$ cat config.mk
export PLATFORM = sky130hd
export DESIGN_NAME = mic_frame_buffer_flat
export DESIGN_NICKNAME = d
export VERILOG_FILES = /design/src/rtl/mic_frame_buffer_if.sv /design/src/rtl/mic_frame_buffer.sv /design/src/flat_wrapper.sv
export SDC_FILE = /design/constraint.sdc
export NUM_CORES = 2
export LEC_CHECK = 0
export BUFFER_PORTS_ARGS = -buffer_cell sky130_fd_sc_hd__buf_2
export CORE_MARGIN = 8
export CORE_UTILIZATION = 27
export DETAILED_ROUTE_END_ITERATION = 12
export PLACE_DENSITY = 0.51
export SYNTH_ARGS = -nofsm -noshare
export SYNTH_HDL_FRONTEND = slang
export SYNTH_SLANG_ARGS = --single-unit
$ cat constraint.sdc
create_clock -name clk -period 4.2 [get_ports clk]
set_clock_uncertainty 0.05 [all_clocks]
set_input_delay 0.63 -clock clk [delete_from_list [all_inputs] [get_ports clk]]
set_output_delay 0.63 -clock clk [all_outputs]
set_load 0.02 [all_outputs]
$ cat src/rtl/mic_frame_buffer_if.sv
// Stream bundle between the mic capture side, the frame buffer and the FFT.
// The slave modport is the frame buffer itself.
// The master modport is whatever feeds samples in and consumes frames out.
`timescale 1ns/1ps

interface mic_frame_buffer_if #(
   parameter int DATA_W = 12
);
   logic              in_valid;
   logic [DATA_W-1:0] in_data;
   logic              out_ready;
   logic              out_valid;
   logic [DATA_W-1:0] out_data;
   logic              out_first;
   logic              out_last;
   logic              overflow;
   logic              overflow_clr;

   modport master (
      output in_valid, in_data, out_ready, overflow_clr,
      input  out_valid, out_data, out_first, out_last, overflow
   );

   modport slave (
      input  in_valid, in_data, out_ready, overflow_clr,
      output out_valid, out_data, out_first, out_last, overflow
   );
endinterface

$ cat src/rtl/mic_frame_buffer.sv
// Ping-pong frame buffer between the Pmod MIC receiver and the FFT core.
// Each mic sample is re-centred around zero as it is captured.
// Samples are gathered into FRAME_LEN-word frames, alternating between two banks.
// Every full bank is streamed out as one contiguous valid/ready burst with first/last markers.
// The read side only ever opens a bank once it is completely full, so partial frames never leave.
`timescale 1ns/1ps

module mic_frame_buffer #(
   parameter int DATA_W    = 12,
   parameter int FRAME_LEN = 64,
   parameter int ADDR_W    = 6,
   parameter int DC_OFFSET = 2048
) (
   input logic                clk,
   input logic                rst,
   mic_frame_buffer_if.slave  bus
);

   localparam logic [ADDR_W-1:0] PTR_ZERO = {ADDR_W{1'b0}};
   localparam logic [ADDR_W-1:0] PTR_ONE  = ADDR_W'(1);
   localparam logic [ADDR_W-1:0] PTR_LAST = ADDR_W'(FRAME_LEN - 1);
   localparam logic [DATA_W-1:0] DC_CODE  = DATA_W'(DC_OFFSET);

   typedef enum logic [1:0] {
      RD_IDLE   = 2'd0,
      RD_STREAM = 2'd1,
      RD_DRAIN  = 2'd2
   } rd_state_t;

   // Bank b occupies words b*FRAME_LEN .. b*FRAME_LEN+FRAME_LEN-1, addressed as {bank, ptr}.
   logic [DATA_W-1:0] mem_r [0:2*FRAME_LEN-1];

   logic [ADDR_W-1:0] wr_ptr_r;
   logic              wr_bank_r;
   logic [ADDR_W-1:0] rd_ptr_r;
   logic              rd_bank_r;
   logic [1:0]        bank_full_r;
   rd_state_t         rd_state_r;

   logic              out_valid_r;
   logic [DATA_W-1:0] out_data_r;
   logic              out_first_r;
   logic              out_last_r;
   logic              overflow_r;

   logic              rd_free_s;
   logic              wr_blocked_s;
   logic              wr_en_s;
   logic              drop_s;
   logic              wr_done_s;
   logic [ADDR_W-1:0] rd_ptr_nxt_s;
   logic [DATA_W-1:0] sample_s;
   logic [1:0]        bank_full_nxt_s;

   // Write/read side control decode, including the same-cycle free-and-write bypass.
   always_comb begin
      rd_free_s       = 1'b0;
      wr_blocked_s    = 1'b0;
      bank_full_nxt_s = bank_full_r;
      if ((rd_state_r == RD_STREAM) && bus.out_ready && (rd_ptr_r == PTR_LAST)) begin
         rd_free_s = 1'b1;
      end else begin
         rd_free_s = 1'b0;
      end
      // A bank released this very cycle is already writable.
      wr_blocked_s = bank_full_r[wr_bank_r] && !(rd_free_s && (rd_bank_r == wr_bank_r));
      wr_en_s      = bus.in_valid && !wr_blocked_s;
      drop_s       = bus.in_valid && wr_blocked_s;
      wr_done_s    = wr_en_s && (wr_ptr_r == PTR_LAST);
      rd_ptr_nxt_s = rd_ptr_r + PTR_ONE;
      // Modulo subtraction; with mid-scale offset this just flips the MSB.
      sample_s     = bus.in_data - DC_CODE;
      for (int b = 0; b < 2; b++) begin
         if (wr_done_s && (wr_bank_r == 1'(b))) begin
            bank_full_nxt_s[b] = 1'b1;
         end else if (rd_free_s && (rd_bank_r == 1'(b))) begin
            bank_full_nxt_s[b] = 1'b0;
         end else begin
            bank_full_nxt_s[b] = bank_full_r[b];
         end
      end
   end

   // Sample storage; contents need no reset since the flags gate every read.
   always_ff @(posedge clk) begin
      if (!rst && wr_en_s) begin
         mem_r[{wr_bank_r, wr_ptr_r}] <= sample_s;
      end
   end

   // Write pointer and bank selection; a full target bank leaves them frozen at index 0.
   always_ff @(posedge clk) begin
      if (rst) begin
         wr_ptr_r  <= PTR_ZERO;
         wr_bank_r <= 1'b0;
      end else if (wr_done_s) begin
         wr_ptr_r  <= PTR_ZERO;
         wr_bank_r <= ~wr_bank_r;
      end else if (wr_en_s) begin
         wr_ptr_r  <= wr_ptr_r + PTR_ONE;
      end
   end

   // Bank ownership flags: set by the writer on frame completion, cleared by the reader after its last beat.
   always_ff @(posedge clk) begin
      if (rst) begin
         bank_full_r <= 2'b00;
      end else begin
         bank_full_r <= bank_full_nxt_s;
      end
   end

   // Sticky overflow; a clear wins over a drop in the same cycle.
   always_ff @(posedge clk) begin
      if (rst) begin
         overflow_r <= 1'b0;
      end else if (bus.overflow_clr) begin
         overflow_r <= 1'b0;
      end else if (drop_s) begin
         overflow_r <= 1'b1;
      end
   end

   // Read FSM with registered stream outputs; beats hold while the FFT stalls.
   always_ff @(posedge clk) begin
      if (rst) begin
         rd_state_r  <= RD_IDLE;
         rd_ptr_r    <= PTR_ZERO;
         rd_bank_r   <= 1'b0;
         out_valid_r <= 1'b0;
         out_data_r  <= {DATA_W{1'b0}};
         out_first_r <= 1'b0;
         out_last_r  <= 1'b0;
      end else begin
         case (rd_state_r)
            RD_IDLE: begin
               if (bank_full_r[rd_bank_r]) begin
                  rd_state_r  <= RD_STREAM;
                  rd_ptr_r    <= PTR_ZERO;
                  out_valid_r <= 1'b1;
                  out_data_r  <= mem_r[{rd_bank_r, PTR_ZERO}];
                  out_first_r <= 1'b1;
                  out_last_r  <= 1'b0;
               end else begin
                  out_valid_r <= 1'b0;
               end
            end
            RD_STREAM: begin
               if (bus.out_ready) begin
                  if (rd_ptr_r == PTR_LAST) begin
                     rd_state_r  <= RD_DRAIN;
                     rd_ptr_r    <= PTR_ZERO;
                     rd_bank_r   <= ~rd_bank_r;
                     out_valid_r <= 1'b0;
                     out_first_r <= 1'b0;
                     out_last_r  <= 1'b0;
                  end else begin
                     rd_ptr_r    <= rd_ptr_nxt_s;
                     out_data_r  <= mem_r[{rd_bank_r, rd_ptr_nxt_s}];
                     out_first_r <= 1'b0;
                     out_last_r  <= (rd_ptr_nxt_s == PTR_LAST);
                  end
               end
            end
            RD_DRAIN: begin
               // Forced idle cycle between frames.
               rd_state_r  <= RD_IDLE;
               out_valid_r <= 1'b0;
            end
            default: begin
               rd_state_r  <= RD_IDLE;
               out_valid_r <= 1'b0;
               out_first_r <= 1'b0;
               out_last_r  <= 1'b0;
            end
         endcase
      end
   end

   assign bus.out_valid = out_valid_r;
   assign bus.out_data  = out_data_r;
   assign bus.out_first = out_first_r;
   assign bus.out_last  = out_last_r;
   assign bus.overflow  = overflow_r;

endmodule

$ cat src/flat_wrapper.sv
// flat-port wrapper written by rule: the top's interface ports become plain ports
module mic_frame_buffer_flat 
#(
   parameter int DATA_W    = 12,
   parameter int FRAME_LEN = 64,
   parameter int ADDR_W    = 6,
   parameter int DC_OFFSET = 2048
)
  (clk, rst, bus_in_valid, bus_in_data, bus_out_ready, bus_overflow_clr, bus_out_valid, bus_out_data, bus_out_first, bus_out_last, bus_overflow);
  mic_frame_buffer_if #(.DATA_W(DATA_W)) bus_i ();
  input logic clk;
  input logic rst;
  input wire logic [$bits(bus_i.in_valid)-1:0] bus_in_valid;
  input wire logic [$bits(bus_i.in_data)-1:0] bus_in_data;
  input wire logic [$bits(bus_i.out_ready)-1:0] bus_out_ready;
  input wire logic [$bits(bus_i.overflow_clr)-1:0] bus_overflow_clr;
  output wire logic [$bits(bus_i.out_valid)-1:0] bus_out_valid;
  output wire logic [$bits(bus_i.out_data)-1:0] bus_out_data;
  output wire logic [$bits(bus_i.out_first)-1:0] bus_out_first;
  output wire logic [$bits(bus_i.out_last)-1:0] bus_out_last;
  output wire logic [$bits(bus_i.overflow)-1:0] bus_overflow;
  assign bus_i.in_valid = bus_in_valid;
  assign bus_i.in_data = bus_in_data;
  assign bus_i.out_ready = bus_out_ready;
  assign bus_i.overflow_clr = bus_overflow_clr;
  assign bus_out_valid = bus_i.out_valid;
  assign bus_out_data = bus_i.out_data;
  assign bus_out_first = bus_i.out_first;
  assign bus_out_last = bus_i.out_last;
  assign bus_overflow = bus_i.overflow;
  mic_frame_buffer #(.DATA_W(DATA_W), .FRAME_LEN(FRAME_LEN), .ADDR_W(ADDR_W), .DC_OFFSET(DC_OFFSET)) u_core (.clk(clk), .rst(rst), .bus(bus_i));
endmodule
Word level (Yosys, flattened, before mapping):

Memory sizes are Yosys's and may differ from the RTL's. A register that Yosys moved wholly into a read port is not among the register bits.
Cells that the tools add are included.

* bitwise operators: 3
* mux-type cells: 36
* $add $sub $neg: 3
* reduce and logical (&&, ||, !) cells: 27
* divide/modulo/power cells: 0
* equality and inequality tests: 10
* shift operators: 0
* $mul: 0
* $lt $le $gt $ge: 2

Operators by type and width (count)
* $mux 12: 3
* $pmux 12 s2: 1
* $mux 1: 19
* $eq 6x6->1 const B: 3
* $mux 6: 3
* $mux 7: 2
* $add 6x1->6 const B: 2
* $logic_and 1x1->1: 12
* $pmux 6 s2: 1
* $reduce_and 3->1: 4
* $sub 12x12->12 const B: 1
* $mux 2: 3
* $ne 2x2->1 const B: 3
* $pmux 1 s3: 2
* $reduce_bool 2->1: 3
* $lt 1x2->1 const B: 2
* $pmux 2 s2: 1
* $reduce_and 4->1: 1
* $reduce_or 2->1: 2
* $logic_not 1->1: 3
* $not 1->1: 3
* $eq 2x1->1 const B: 1
* $eq 2x2->1 const B: 1
* $logic_not 2->1: 1
* other kinds (4): 4

* latch bits: 0
* output and inout bits: 16
* bits in writable memories: 1536
* bits in read-only memories: 0
* register bits after elaboration: 34
* logic and storage cells: 94
* input bits: 17
* memories kept: 1

Memories
* u_core.mem_r: words 128, width 12, rd ports 2, clocked after memory_dff 1, wr ports 1, line mic_frame_buffer.sv:31 `logic [DATA_W-1:0] mem_r [0:2*FRAME_LEN-1];`

Longest topological paths before layout:

* depth in word-level cells: 12
* depth in mapped cells: 19
* gate-level depth less buffers: 9

Worst setup path before layout:

Ideal clock, no wire load.

* path type: register to register
* from: register u_core.rd_ptr_r[0]
* to: register u_core.out_data_r[11] (netlist: u_core.bus.out_data[11])
* slack: 482 ps
* library setup time: 138 ps
* required time: 4012 ps
* path buffers: 10
* data arrival time: 3531 ps
* clock period less this slack: 3718 ps
* cell stages (with the launch flop): 18
* cells stage by stage: dfxtp_1 buf_4 buf_6 buf_6 buf_6 buf_2 buf_4 inv_1 ha_1 buf_4 buf_4 buf_2 buf_1 mux4_2 a211oi_1 a21oi_1 a211oi_1 a311oi_1

* longest elaborated chain between the ends: 5
* elaborated cells on any way between the ends: 8
* those cells by class: add/sub (1); eq/ne (2); mux (3); reduce/logical (1); memory (1)

Ends and longest elaborated chain
* from (decl): line mic_frame_buffer.sv:35 `logic [ADDR_W-1:0] rd_ptr_r;`
* from (signal assigned): line mic_frame_buffer.sv:158 `rd_ptr_r <= rd_ptr_nxt_s;`
* $add 6x1->6: line mic_frame_buffer.sv:70 `rd_ptr_nxt_s = rd_ptr_r + PTR_ONE;`
* $mem_v2 128x12
* $mux 12: line mic_frame_buffer.sv:150 `if (rd_ptr_r == PTR_LAST) begin`
* $mux 12: line mic_frame_buffer.sv:149 `if (bus.out_ready) begin`
* $pmux 12 s2: line mic_frame_buffer.sv:135 `case (rd_state_r)`
* to (signal assigned): line mic_frame_buffer.sv:131 `out_data_r <= {DATA_W{1'b0}};`
* to (signal assigned): line mic_frame_buffer.sv:141 `out_data_r <= mem_r[{rd_bank_r, PTR_ZERO}];`
* to (signal assigned): line mic_frame_buffer.sv:159 `out_data_r <= mem_r[{rd_bank_r, rd_ptr_nxt_s}];`
* to (decl): line mic_frame_buffer.sv:41 `logic [DATA_W-1:0] out_data_r;`

Several ways; a longest one is shown, not always the timed one. The select of a mux whose other input is x is not followed.
A chain may end at the register's enable or synchronous reset.

Worst setup path after layout:

* from: register u_core.rd_ptr_r[0]
* to: memory u_core.mem_r[86][5], enable pin

* longest elaborated chain between the ends: 11

Ends and longest elaborated chain
* $eq 6x6->1: line mic_frame_buffer.sv:60 `if ((rd_state_r == RD_STREAM) && bus.out_ready && (rd_ptr_r == PTR_LAST)) begin`
* $logic_and 1x1->1: line mic_frame_buffer.sv:60
* $mux 1: line mic_frame_buffer.sv:60
* $logic_and 1x1->1: line mic_frame_buffer.sv:66 `wr_blocked_s = bank_full_r[wr_bank_r] && !(rd_free_s && (rd_bank_r == wr_bank_r));`
* $logic_not 1->1: line mic_frame_buffer.sv:66
* $logic_and 1x1->1: line mic_frame_buffer.sv:66
* $logic_not 1->1: line mic_frame_buffer.sv:67 `wr_en_s = bus.in_valid && !wr_blocked_s;`
* $logic_and 1x1->1: line mic_frame_buffer.sv:67
* $logic_and 1x1->1: line mic_frame_buffer.sv:86 `if (!rst && wr_en_s) begin`
* $mux 1: line mic_frame_buffer.sv:86
* $mux 1 (not written as such): line mic_frame_buffer.sv:87 `mem_r[{wr_bank_r, wr_ptr_r}] <= sample_s;`
* to (decl): line mic_frame_buffer.sv:31

Every way passes these cells.

==> qor.csv <==
metric,value,unit
status,completed,
Overall Global Routing Usage,0.134,
worst vdd ir,0.000307,V
layout cells sized above 1,0.272,
actual slew at the worst max-slew pin,1430,ps
ys async rst share,0,
setup TNS,0,ps
number of synthesized register bits,1571,
average routed wire per standard cell,26.1,um
root buffer cell,clkbuf_16,
Yosys cell types,66,
Rows,175,
worst setup path start,u_core.rd_ptr_r[0]$_SDFFE_PP0P_,
total CTS buffers,166,
Max Fanout on Critical Path,15,
post-CTS setup buffer count,0,
minimum clock period,3690,ps
final WL,168,mm
initial drt markers,3022,
reg2reg start,u_core.rd_ptr_r[0]$_SDFFE_PP0P_,
"Seq/Total Area, Yosys",0.759,
Initial Util,0.271,
FMAX,271,MHz
critical-path cell list,ha_1 -> nand4_2 -> o41ai_2 -> mux2_2 -> nand2_1 -> or3_1 -> nor2_1 -> buf_4,
fin nets,3292,
syn nets,3037,
Main synth FF type,edfxtp_1,
"Hold Violations, Final",0,
critical path arrival,4090,ps
pre-CTS setup slack,558,ps
FF-to-FF End,u_core.mem_r[86][5]$_DFFE_PP_,
Final HPWL DP,104,mm
max incr delay on CP,920,ps
Worst slew margin,0.0453,
H-tree Lvls,4,
vias in the first global route,31400,
Final Cycle Share,0.877,
clock transition at the registers of the reported paths,60,ps
P_leak,22.4,nW
Post-synth EDFFs,1536,
R2R Setup Slk,510,ps
GRT overflow,0,
largest net degree at the start of global routing,129,
Sink Count,1571,
"Hold-fix buffers, CTS",2,
Post-Syn Instances,3017,
Die Span X,494,um
Syn-to-layout area delta,16.9,%
MaxCap Viol Count,0,
CTS tree,done,
unrepaired setup endpoints after global routing,no,
Power Total,31.9,mW
Setup crit end,u_core.mem_r[86][5]$_DFFE_PP_,
hold crit path type,input pin to flip-flop,
syn_area_per_cell,20.4,sq um
I/O pin count,33,
PwrDens,443,nW/um^2
Die Span Y,494,um
Final ANT Viol Nets,0,
initial antenna violation count,13,
worst skew pair latency,800,ps
Longest Clk Path Bufs,3,
GP Congestion,0.855,
Worst Hold Slack,215,ps
Final Max Tran Viols,0,
vias post-DR,30600,
vias per cell,4.77,
Synth Warn #,0,
Mapped Area,61700,sq um
Startpoint Class,flip-flop,
FF-to-FF path depth,8,
global-route wire length before repair,240,mm
final setup fails,0,
Core Area,227000,sq um
endpoint type of the worst setup path,flip-flop,
Pre-antenna DRT Iters,6,
final worst setup slack,515,ps
CTS resizes,0,
die area,244000,sq um
Port Buffers,32,
CP required,4610,ps
CP max-delay cell,or3_1,
fill count,21800,
crit path kind,flip-flop to flip-flop,
post-route DRC violation count,0,
==> synthesized netlist by cell type, types with 10 or more instances <==
master    count  share of area
a211oi_1     18         0.0022
a21oi_1      34         0.0028
a311oi_1     10         0.0014
and2_1       10         0.0010
and3_1       18         0.0018
buf_1        10        0.00061
buf_2        52         0.0042
buf_4        37         0.0045
buf_6        10         0.0018
clkbuf_1     60         0.0037
dfxtp_1      35          0.011
edfxtp_1   1536           0.75
mux2_2       17         0.0031
mux2i_1      61         0.0099
mux4_2      395           0.14
nand2_1     217          0.013
nand3_1     129          0.010
nor2_1      166          0.010
nor3_1       18         0.0015
o21ai_0      24         0.0019
or3_1        11         0.0011
==> state kept, by name, indices dropped and copies added (netlist names), 2 cells and up, named ones only <==
signal	count
u_core.mem_r	1536
u_core.bus.out_data	12
u_core.rd_ptr_r	6
u_core.wr_ptr_r	6
u_core.bank_full_r	2
u_core.rd_state_r	2
==> report_power, final <==
| part | switching (mW) | internal [mW] |
|---|---|---|
| combinational | 0.350 | 0.0507 |
| sequential | 0.0121 | 17.2 |
| clock | 6.18 | 8.14 |
| total | 6.54 | 25.4 |
==> layer usage <==
metal / track usage / wire length [um] / vias up
met5: 0 / 32 / -
met4: 0.0396 / 4810 / 6
met3: 0.0237 / 9640 / 240
met2: 0.217 / 79600 / 963
met1: 0.187 / 73600 / 16400
li1: - / - / 12900
==> layout by cell type (no fill, tap or decap), drive strengths merged, types with 18 or more instances in the layout <==
master	n
a211oi	22
edfxtp	1536
clkbuf	205
buf	255
nand2	217
dfxtp	35
nor3	20
o21ai	28
a21oi	35
clkinv	75
nand3	130
and3	18
nor2	168
mux2i	61
mux4	400
==> layout make-up <==
class | count | area (sq um) | share of cell area
antenna | 2 | 5.00 | 0.0000694
clock buffer | 205 | 4340 | 0.0602
clock inverter | 98 | 955 | 0.0132
inverter | 9 | 36.3 | 0.000503
multi-input combinational | 1267 | 14000 | 0.194
sequential | 1571 | 46800 | 0.649
tap | 3009 | 3760 | 0.0522
timing repair buffer | 257 | 2220 | 0.0308
==> per-stage QoR <==
stage / utilization / std cells / area, sq um
floorplan: - / 3017 / 61700
global placement: 0.294 / 6111 / 66800
detailed placement: 0.294 / 6111 / 66800
CTS: 0.317 / 6416 / 72100
global route: 0.317 / 6417 / 72100
finish: 0.317 / 6418 / 72100
==> worst max-delay path, delay by kind of cell (launching register included) <==
| kind | cells | cell delay, ps |
|---|---|---|
| buf+inv | 1 | 280 |
| simple gates | 4 | 1640 |
| mux | 1 | 250 |
| fa+ha+maj | 1 | 230 |
| compound gates | 1 | 390 |
| flops | 1 | 490 |
==> worst min-delay path by stage <==
| stage | start | to | slack, ps | cells past startpoint |
|---|---|---|---|---|
| after floorplan | u_core.bank_full_r[1]$_SDFFE_PP0P_ | u_core.bank_full_r[1]$_SDFFE_PP0P_ | 390 | 2 |
| after global placement | u_core.bank_full_r[1]$_SDFFE_PP0P_ | u_core.bank_full_r[1]$_SDFFE_PP0P_ | 420 | 2 |
| after detailed placement | u_core.bank_full_r[1]$_SDFFE_PP0P_ | u_core.bank_full_r[1]$_SDFFE_PP0P_ | 420 | 2 |
| after CTS | bus_in_valid | u_core.bus.overflow$_SDFFE_PP0P_ | 150 | 3 |
| after global routing | bus_in_valid | u_core.bus.overflow$_SDFFE_PP0P_ | 180 | 3 |
| final | bus_in_valid | u_core.bus.overflow$_SDFFE_PP0P_ | 220 | 3 |
==> logic make-up after synthesis <==
group / Yosys count / synth area share
and+or+nand+nor: 616 / 0.0450
adders and majority gates: 3 / 0.000609
xor gates and xnor gates: 14 / 0.00266
AOI/OAI and AO/OA: 156 / 0.0178
DFF: 1571 / 0.759
muxes: 478 / 0.159
buffers and inverters: 179 / 0.0156
(Power assumes the default switching activity.)
